File: src/rtl/alu_seq.sv
// alu_seq: sequential ALU. Single-cycle arithmetic/logic ops, plus an iterative
// shift-add multiplier and a restoring divider that each take WIDTH cycles.
// Results and flags hold until the next completed operation.
module alu_seq #(
    parameter int unsigned WIDTH = 8
) (
    input  logic             clk,
    input  logic             rst_n,
    input  logic             start,
    input  logic [3:0]       op,
    input  logic [WIDTH-1:0] a,
    input  logic [WIDTH-1:0] b,
    output logic             busy,
    output logic             done,
    output logic [WIDTH-1:0] result,
    output logic [WIDTH-1:0] result_hi,
    output logic [3:0]       nzvc
);

    localparam int unsigned CW = (WIDTH > 1) ? $clog2(WIDTH) : 1;

    localparam logic [3:0] OP_ADD = 4'h0;
    localparam logic [3:0] OP_SUB = 4'h1;
    localparam logic [3:0] OP_MUL = 4'h2;
    localparam logic [3:0] OP_DIV = 4'h3;
    localparam logic [3:0] OP_MOD = 4'h4;
    localparam logic [3:0] OP_CMP = 4'h5;
    localparam logic [3:0] OP_AND = 4'h6;
    localparam logic [3:0] OP_OR  = 4'h7;
    localparam logic [3:0] OP_NOT = 4'h8;
    localparam logic [3:0] OP_XOR = 4'h9;

    typedef enum logic [1:0] {
        S_IDLE   = 2'd0,
        S_ITER   = 2'd1,
        S_FINISH = 2'd2
    } state_e;

    state_e           state_q, state_d;
    logic [CW-1:0]    cnt_q, cnt_d;
    logic [3:0]       op_q, op_d;
    logic [WIDTH-1:0] opnd_q, opnd_d;      // multiplicand (mul) or divisor (div/mod)
    logic [WIDTH:0]   hi_q, hi_d;          // partial product high half / partial remainder
    logic [WIDTH-1:0] lo_q, lo_d;          // multiplier bits / dividend-then-quotient bits
    logic [WIDTH-1:0] result_q, result_d;
    logic [WIDTH-1:0] result_hi_q, result_hi_d;
    logic [3:0]       nzvc_q, nzvc_d;
    logic             done_q, done_d;
    logic             busy_q, busy_d;

    logic             iter_op_c;
    logic             last_c;
    logic [WIDTH:0]   add_c;
    logic [WIDTH:0]   sub_c;
    logic [WIDTH:0]   mul_sum_c;
    logic [WIDTH:0]   mul_hi_c;
    logic [WIDTH-1:0] mul_lo_c;
    logic [WIDTH:0]   div_sh_c;
    logic             div_ge_c;
    logic [WIDTH:0]   div_hi_c;
    logic [WIDTH-1:0] div_lo_c;

    logic [WIDTH-1:0] sc_res_c, sc_hi_c;
    logic [3:0]       sc_nzvc_c;
    logic             sc_v_c, sc_c_c;
    logic [WIDTH-1:0] it_res_c, it_hi_c;
    logic [3:0]       it_nzvc_c;

    assign busy      = busy_q;
    assign done      = done_q;
    assign result    = result_q;
    assign result_hi = result_hi_q;
    assign nzvc      = nzvc_q;

    // Divide/modulo by zero is resolved immediately instead of iterating.
    assign iter_op_c = (op == OP_MUL) ||
                       (((op == OP_DIV) || (op == OP_MOD)) && (b != '0));
    assign last_c    = (cnt_q == CW'(WIDTH - 1));

    assign add_c = {1'b0, a} + {1'b0, b};
    assign sub_c = {1'b0, a} - {1'b0, b};

    // One shift-add step: add multiplicand when the current multiplier LSB is set,
    // then shift the {hi,lo} pair right so the next multiplier bit lands at lo[0].
    assign mul_sum_c = hi_q + (lo_q[0] ? {1'b0, opnd_q} : '0);
    assign mul_hi_c  = {1'b0, mul_sum_c[WIDTH:1]};
    assign mul_lo_c  = {mul_sum_c[0], lo_q[WIDTH-1:1]};

    // One restoring-division step: shift the next dividend bit into the remainder,
    // subtract the divisor only if it fits, and shift the outcome bit into lo.
    assign div_sh_c = {hi_q[WIDTH-1:0], lo_q[WIDTH-1]};
    assign div_ge_c = (div_sh_c >= {1'b0, opnd_q});
    assign div_hi_c = div_ge_c ? (div_sh_c - {1'b0, opnd_q}) : div_sh_c;
    assign div_lo_c = {lo_q[WIDTH-2:0], div_ge_c};

    // Result and flags for operations completed at the accept edge.
    always_comb begin
        sc_res_c  = '0;
        sc_hi_c   = '0;
        sc_v_c    = 1'b0;
        sc_c_c    = 1'b0;
        sc_nzvc_c = 4'b0000;
        case (op)
            OP_ADD: begin
                sc_res_c = add_c[WIDTH-1:0];
                sc_c_c   = add_c[WIDTH];
                sc_v_c   = (a[WIDTH-1] == b[WIDTH-1]) && (add_c[WIDTH-1] != a[WIDTH-1]);
            end
            OP_SUB: begin
                sc_res_c = sub_c[WIDTH-1:0];
                sc_c_c   = sub_c[WIDTH];
                sc_v_c   = (a[WIDTH-1] != b[WIDTH-1]) && (sub_c[WIDTH-1] != a[WIDTH-1]);
            end
            OP_AND: sc_res_c = a & b;
            OP_OR:  sc_res_c = a | b;
            OP_NOT: sc_res_c = ~a;
            OP_XOR: sc_res_c = a ^ b;
            OP_CMP: sc_res_c = '0;
            // Only reached with b == 0; non-zero divisors take the iterative path.
            OP_DIV, OP_MOD: begin
                sc_res_c = '1;
                sc_hi_c  = '1;
            end
            default: sc_res_c = '1;
        endcase
        sc_nzvc_c = {sc_res_c[WIDTH-1], (sc_res_c == '0), sc_v_c, sc_c_c};
        case (op)
            OP_CMP:         sc_nzvc_c = {1'b0, (a == b), 1'b0, (a < b)};
            OP_ADD, OP_SUB,
            OP_AND, OP_OR,
            OP_NOT, OP_XOR: ;
            default:        sc_nzvc_c = 4'b1111;
        endcase
    end

    // Result and flags produced by the final iteration step.
    always_comb begin
        it_res_c  = '0;
        it_hi_c   = '0;
        it_nzvc_c = 4'b0000;
        case (op_q)
            OP_MUL: begin
                it_res_c = mul_lo_c;
                it_hi_c  = mul_hi_c[WIDTH-1:0];
            end
            OP_DIV: begin
                it_res_c = div_lo_c;
                it_hi_c  = div_hi_c[WIDTH-1:0];
            end
            default: begin
                it_res_c = div_hi_c[WIDTH-1:0];
                it_hi_c  = '0;
            end
        endcase
        it_nzvc_c = {it_res_c[WIDTH-1], (it_res_c == '0),
                     (op_q == OP_MUL) && (it_hi_c != '0), 1'b0};
    end

    // State register.
    always_ff @(posedge clk or negedge rst_n) begin
        if (!rst_n) begin
            state_q <= S_IDLE;
        end else begin
            state_q <= state_d;
        end
    end

    // Next-state logic; starts are only seen outside ITER, so FINISH accepts back-to-back.
    always_comb begin
        state_d = state_q;
        case (state_q)
            S_IDLE, S_FINISH: begin
                if (start) begin
                    state_d = iter_op_c ? S_ITER : S_FINISH;
                end else begin
                    state_d = S_IDLE;
                end
            end
            S_ITER: begin
                if (last_c) begin
                    state_d = S_FINISH;
                end
            end
            default: state_d = S_IDLE;
        endcase
    end

    // Datapath and output next values.
    always_comb begin
        cnt_d       = cnt_q;
        op_d        = op_q;
        opnd_d      = opnd_q;
        hi_d        = hi_q;
        lo_d        = lo_q;
        result_d    = result_q;
        result_hi_d = result_hi_q;
        nzvc_d      = nzvc_q;
        done_d      = 1'b0;
        busy_d      = (state_d == S_ITER);
        case (state_q)
            S_IDLE, S_FINISH: begin
                if (start) begin
                    op_d   = op;
                    cnt_d  = '0;
                    hi_d   = '0;
                    opnd_d = (op == OP_MUL) ? a : b;
                    lo_d   = (op == OP_MUL) ? b : a;
                    if (!iter_op_c) begin
                        result_d    = sc_res_c;
                        result_hi_d = sc_hi_c;
                        nzvc_d      = sc_nzvc_c;
                        done_d      = 1'b1;
                    end
                end
            end
            S_ITER: begin
                cnt_d = CW'(cnt_q + 1'b1);
                if (op_q == OP_MUL) begin
                    hi_d = mul_hi_c;
                    lo_d = mul_lo_c;
                end else begin
                    hi_d = div_hi_c;
                    lo_d = div_lo_c;
                end
                if (last_c) begin
                    cnt_d       = '0;
                    result_d    = it_res_c;
                    result_hi_d = it_hi_c;
                    nzvc_d      = it_nzvc_c;
                    done_d      = 1'b1;
                end
            end
            default: ;
        endcase
    end

    // Datapath and output registers.
    always_ff @(posedge clk or negedge rst_n) begin
        if (!rst_n) begin
            cnt_q       <= '0;
            op_q        <= '0;
            opnd_q      <= '0;
            hi_q        <= '0;
            lo_q        <= '0;
            result_q    <= '0;
            result_hi_q <= '0;
            nzvc_q      <= '0;
            done_q      <= 1'b0;
            busy_q      <= 1'b0;
        end else begin
            cnt_q       <= cnt_d;
            op_q        <= op_d;
            opnd_q      <= opnd_d;
            hi_q        <= hi_d;
            lo_q        <= lo_d;
            result_q    <= result_d;
            result_hi_q <= result_hi_d;
            nzvc_q      <= nzvc_d;
            done_q      <= done_d;
            busy_q      <= busy_d;
        end
    end

endmodule

File: config.mk
export PLATFORM = sky130hd
export DESIGN_NAME = alu_seq
export DESIGN_NICKNAME = d
export VERILOG_FILES = /design/src/rtl/alu_seq.sv
export SDC_FILE = /design/constraint.sdc
export NUM_CORES = 1
export LEC_CHECK = 0
export BUFFER_PORTS_ARGS = -buffer_cell sky130_fd_sc_hd__buf_2
export CAP_MARGIN = 20
export CORE_MARGIN = 3
export CORE_UTILIZATION = 45
export CTS_CLUSTER_DIAMETER = 60
export CTS_CLUSTER_SIZE = 14
export DETAILED_ROUTE_END_ITERATION = 8
export GPL_TIMING_DRIVEN = 0
export PLACE_DENSITY_LB_ADDON = 0.08
export SYNTH_ARGS = -nofsm -noshare
export SYNTH_HDL_FRONTEND = slang
export SYNTH_SLANG_ARGS = --single-unit
File: constraint.sdc
create_clock -name clk -period 3.35 [get_ports clk]
set_input_delay 0.67 -clock clk [delete_from_list [all_inputs] [get_ports clk]]
set_output_delay 0.67 -clock clk [all_outputs]
set_load 0.01 [all_outputs]
==> results of run 1 <==
cells in the final DEF (no fill, tap or decap), types with 20 or more instances in the layout:
| cell type | netlist | routed |
|---|---|---|
| nand2_1 | 77 | 77 |
| nor2_1 | 66 | 66 |
| a21oi_1 | 66 | 66 |
| dfrtp_1 | 56 | 55 |
| o21ai_0 | 54 | 52 |
| buf_2 | 7 | 50 |
| ha_1 | 42 | 42 |
| inv_1 | 40 | 40 |
| clkbuf_1 | 35 | 34 |
| a211oi_1 | 21 | 20 |
through the flow:
step,setup WS (ns),area (um^2),power (mW),utilization
final,0.196,5800,2.96,0.524
after detailed placement,-0.218,5610,2.32,0.506
after global placement,-0.181,5590,2.30,0.505
after CTS,0.00247,5780,2.94,0.522
after global routing,0.0145,5800,3.16,0.524
after floorplan,0.601,5200,1.87,-
registers in the layout, summed over array words and instances (netlist names):
name       flops
busy           1
cnt_q          3
done           1
hi_q           9
lo_q           8
nzvc           4
op_q           4
opnd_q         8
result         8
result_hi      8
state_q        2
cells by family (layout without fill, tap and decap cells):
kind of cell	after synthesis	after routing	synth area share
flip-flops	56	56	0.270
AO/OA/AOI/OAI	240	240	0.302
XOR/XNOR	18	18	0.0303
adder cells (fa/ha/maj)	46	46	0.116
buffers and inverters	84	135	0.0623
multiplexers	10	10	0.0214
AND/OR/NAND/NOR	220	220	0.198
power groups by stage:
stage          sequential, mW  clock [mW]  combinational [mW]
2_1_floorplan           0.961           0               0.905
4_1_cts                 0.961       0.625                1.36
6_report                0.967       0.608                1.39
3_5_place_dp            0.962           0                1.36
5_1_grt                 0.991       0.647                1.53
3_3_place_gp            0.959           0                1.34
final cells by class:
| type | instances | area share |
|---|---|---|
| buffer | 42 | 0.0287 |
| clock buffer | 5 | 0.0216 |
| clock inverter | 3 | 0.00733 |
| inverter | 41 | 0.0265 |
| multi-input combinational | 534 | 0.603 |
| sequential | 56 | 0.242 |
| tap | 140 | 0.0302 |
| timing repair buffer | 44 | 0.0405 |
worst max-delay path by stage:
stage	startpoint	endpoint	slack (ns)	depth (start not counted)
2_1_floorplan	lo_q[7]	nzvc[1]	0.60	13
5_1_grt	a[0]	nzvc[2]	0.01	13
3_3_place_gp	lo_q[0]	nzvc[1]	-0.18	14
6_report	lo_q[0]	nzvc[1]	0.20	13
3_5_place_dp	lo_q[0]	nzvc[1]	-0.22	14
4_1_cts	lo_q[0]	nzvc[1]	0.002	13
layer usage:
layer / GRT usage / wire [um] / vias to the layer above / part of all wire
met3: 0.0536 / 1180 / 49 / 0.067
met5: 0 / 0 / - / 0
met1: 0.364 / 7750 / 2553 / 0.44
li1: - / - / 2526 / -
met2: 0.440 / 7970 / 225 / 0.45
met4: 0.123 / 717 / 0 / 0.041
what timing repair did:
| item | CTS | global route |
|---|---|---|
| resized for setup | 2 | 5 |
| pin swaps | 0 | 1 |
| endpoints found under the setup margin | 1 | 2 |
==> flow_summary.toml, run 1 <==
[status]
status = "finished clean"

[setup_path]
r2r_slack_ns = 0.20
cp_num_buf_inv = 1
cp_max_fo = 11
critPathTopFamily = "simple AND/OR/NAND/NOR gates"
cpPeakStageDelay_ns = 0.50
worstSetupPathType = "flop to flop"
arrival_ns = 3.32
r2r_start = "lo_q[0]"
r2r.worst_path.cells = 13
cpMostUsedCell = "a31oi_1"
r2r_end = "nzvc[1]"
crit_required_ns = 3.52
crit_path_cell_trace = "and2_1 > ha_1 > inv_1 > fa_1 > nor2b_1 > o2111ai_1 > a31oi_1 > nor2_1 > xor2_2 > a31oi_1 > nand4bb_1 > nor4_4 > o31ai_1"
critPathCaptureType = "flop"
startpoint_type = "flop"
cpMaxStageDelayCell = "dfrtp_2"

[job]
maxCapViolCount = 0

[floorplanning]
die_h_um = 113
die_w_um = 113
core_region_area_um2 = 11100
initial_core_util = 0.469
die-area_um2 = 12900
row_count = 38
io_pins = 45

[hold_path]
holdCritPathClass = "input port to asynchronous set/reset pin"

[cts]
cts_tree = "built"
ctsRootBufferMaster = "clkbuf_16"
numCtsBuffers = 5
clk_latency_ns = 0.31
clkTransAtPathRegs_ns = 0.07
post_cts_buffers = 0
clk_path_buf_depth = 2
htree_num_levels = 2
hold_buffers = 0
cts_sinks = 56

[power]
power.density_nw_per_um2 = 510
p_sw_frac = 0.423
comb_power_share = 0.468
p_leak_nw = 2.54
p_switching_mw = 1.25
p_int_mw = 1.71
ir_worst_vdd_mv = 0.298
p_clk_frac = 0.205
seqPwrFrac = 0.327

[synth]
synth_top_area_cell = "dfrtp_1"
syn-cell-area_um2 = 5200
ys_async_sr_fraction = 1.00
syn_nets = 743
ys_seq_area_frac = 0.270
synth_cell_type_count = 73
ys.warnings.count = 0
ys.flop_type = "dfrtp_1"
avgSynthCellArea_um2 = 7.71
synth_edf_count = 0
ys_top_cells_by_count = "nand2_1, a21oi_1, nor2_1"
syn-instance-count = 674
yosysMostFrequentCell = "nand2_1"
ys_ff_latch = 56
synth_top_area_frac = 0.270
yosys-top-cells-area = "dfrtp_1, ha_1, a21oi_1, nand2_1, o21ai_0"

[drt]
drtIter0Drc = 559
ant_nets = 0
drtPass1Iterations = 6
drc_errors = 0
num_vias = 5353
wirelength_um = 17600
wl_per_cell_um = 20.4
avgViaCountPerCell = 6.19

[finish]
drive_gt1_frac = 0.110
nets = 793
multi_input_area_um2 = 3500
fillers = 1119
seqCellArea_um2 = 1400
syn2layout_area_growth_pct = 11.6
diodes = 0
stdcell_count = 865

[placement]
dp_cells = 858
dp_hpwl_um = 14000
gp_congestion = 0.925
port_buffers = 43

[global_routing]
grt_pass1_wl_um = 28100
track_usage = 0.276
grt_max_degree = 30
gr-total-overflow = 0
grt_pass1_vias = 5248
antenna_found_initial = 0

[sta]
setup_viol = 0
hold_violations = 0
worst_hold_slack_ns = 0.390
clock_skew_ns = 0.0100
worstMarginPinSlew_ns = 1.01
rsz0062_at_grt = "no"
slew_violations = 0
fmax_mhz = 317
post-route-min-period_ns = 3.15
slew_headroom = 0.323
setup_tns_ns = 0
fin_crit_sh = 0.942
(Power assumes the default switching activity.)
==> run 2: changes to the inputs <==
- clock period: 3.35 -> 3.55 ns (I/O delays scaled with it)
==> flow_summary.toml, run 2 (same netlist as run 1, synthesis figures left out) <==
[cts]
cts_sinks = 56
post_cts_buffers = 0
ctsRootBufferMaster = "clkbuf_16"
clk_path_buf_depth = 2
clk_latency_ns = 0.31
numCtsBuffers = 5
cts_tree = "built"
hold_buffers = 0
htree_num_levels = 2
clkTransAtPathRegs_ns = 0.07

[status]
status = "finished clean"

[placement]
dp_hpwl_um = 14000
gp_congestion = 0.925
dpl_cell_area_um2 = 5610
dp_slack_ns = -0.0180
dp_cells = 858
port_buffers = 43

[finish]
stdcell_count = 865
largest_reg_flops = 9
seqCellArea_um2 = 1400
final_common_cell = "nand2_1"
fillers = 1120
design_area_um2 = 5790
nets = 793
fin_util = 0.523
top_register = "hi_q"
mostFrequentLayoutCells = "nand2_1, nor2_1, a21oi_1"
diodes = 0
syn2layout_area_growth_pct = 11.4
drive_gt1_frac = 0.106
multi_input_area_um2 = 3490

[floorplanning]
row_count = 38
die-area_um2 = 12900
die_w_um = 113
die_h_um = 113
io_pins = 45
core_region_area_um2 = 11100
initial_core_util = 0.469

[drt]
ant_nets = 0
wirelength_um = 17600
num_vias = 5324
drc_errors = 0
drtPass1Iterations = 5
avgViaCountPerCell = 6.15
drtIter0Drc = 526
wl_per_cell_um = 20.4

[setup_path]
critPathCaptureType = "flop"
arrival_ns = 3.55
crit_path_cell_trace = "and2_1 > ha_1 > inv_1 > fa_1 > nor2b_1 > o2111ai_1 > a31oi_1 > nor2_1 > xor2_1 > a31oi_1 > nand4bb_1 > nor4_4 > o31ai_1"
cp_max_fo = 11
crit_required_ns = 3.71
cpMaxStageDelayCell = "dfrtp_1"
startpoint_type = "flop"
worstSetupPathType = "flop to flop"
cpMostUsedCell = "a31oi_1"
cpPeakStageDelay_ns = 0.62

[sta]
slew_headroom = 0.351
slew_violations = 0
post-route-min-period_ns = 3.39
setup_slack_ns = 0.164
hold_violations = 0
setup_viol = 0
fmax_mhz = 295
setup_tns_ns = 0
clock_skew_ns = 0.00907
fin_crit_sh = 0.954
worstMarginPinSlew_ns = 0.971

[global_routing]
grt_pass1_vias = 5248
antenna_found_initial = 0
gr-total-overflow = 0
grt_pass1_wl_um = 28100
use_met1 = 0.364
use_met3 = 0.0536
track_usage = 0.276
grt_max_degree = 30
gr-max-usage-layer = "met2"
met2_usage = 0.440

[power]
power.density_nw_per_um2 = 481
p_leak_nw = 2.54
ir_worst_vdd_mv = 0.281

[job]
maxCapViolCount = 0

[hold_path]
holdCritPathClass = "input port to asynchronous set/reset pin"
==> run 2: per-layer routing <==
metal	vias to the layer above	part of all wire
met5	-	0
met4	0	0.040
met3	50	0.065
met2	223	0.46
met1	2525	0.44
li1	2526	-
==> run 2: final timing paths <==
path                                 from        end  slack, ns  cells past startpoint
worst max-delay path              lo_q[0]    nzvc[1]       0.16                     13
worst min-delay path                rst_n  opnd_q[6]       0.43                      1
worst max register to register    lo_q[0]    nzvc[1]       0.16                     13
worst min register to register  result[7]  result[7]       0.49                      2
max in group asynchronous           rst_n    nzvc[1]       2.51                      2
min in group clk                result[7]  result[7]       0.49                      2
==> run 2: stage by stage <==
step	hold slack, ns	power (mW)
final	0.432	2.79
after global routing	0.471	2.98
after CTS	0.449	2.77
after detailed placement	0.467	2.19
after global placement	0.459	2.17
after floorplan	0.414	1.76
==> run 2: layout make-up <==
cell class / count / area share
Inverter: 41 / 0.0266
Tap cell: 140 / 0.0303
Buffer: 42 / 0.0287
Sequential cell: 56 / 0.242
Clock buffer: 5 / 0.0216
Multi-Input combinational cell: 534 / 0.603
Timing Repair Buffer: 44 / 0.0406
Clock inverter: 3 / 0.00735
==> run 2: critical path, delay by kind of cell (launching register included) <==
kind,cells,cell delay (ns)
adder cells (fa/ha/maj),2,0.58
flip-flops,1,0.62
XOR/XNOR,1,0.31
buffers and inverters,1,0.06
AO/OA/AOI/OAI,4,0.60
AND/OR/NAND/NOR,5,1.08
==> run 2: report_power, final <==
part	internal, mW	switching (mW)
Combinational	0.495	0.807
Clock	0.332	0.242
Sequential	0.779	0.132
Total	1.61	1.18
==> run 2: repair_timing <==
action,4_1_cts,5_1_grt
resized for setup,0,3
endpoints found under the setup margin,1,1
pin swaps,0,0
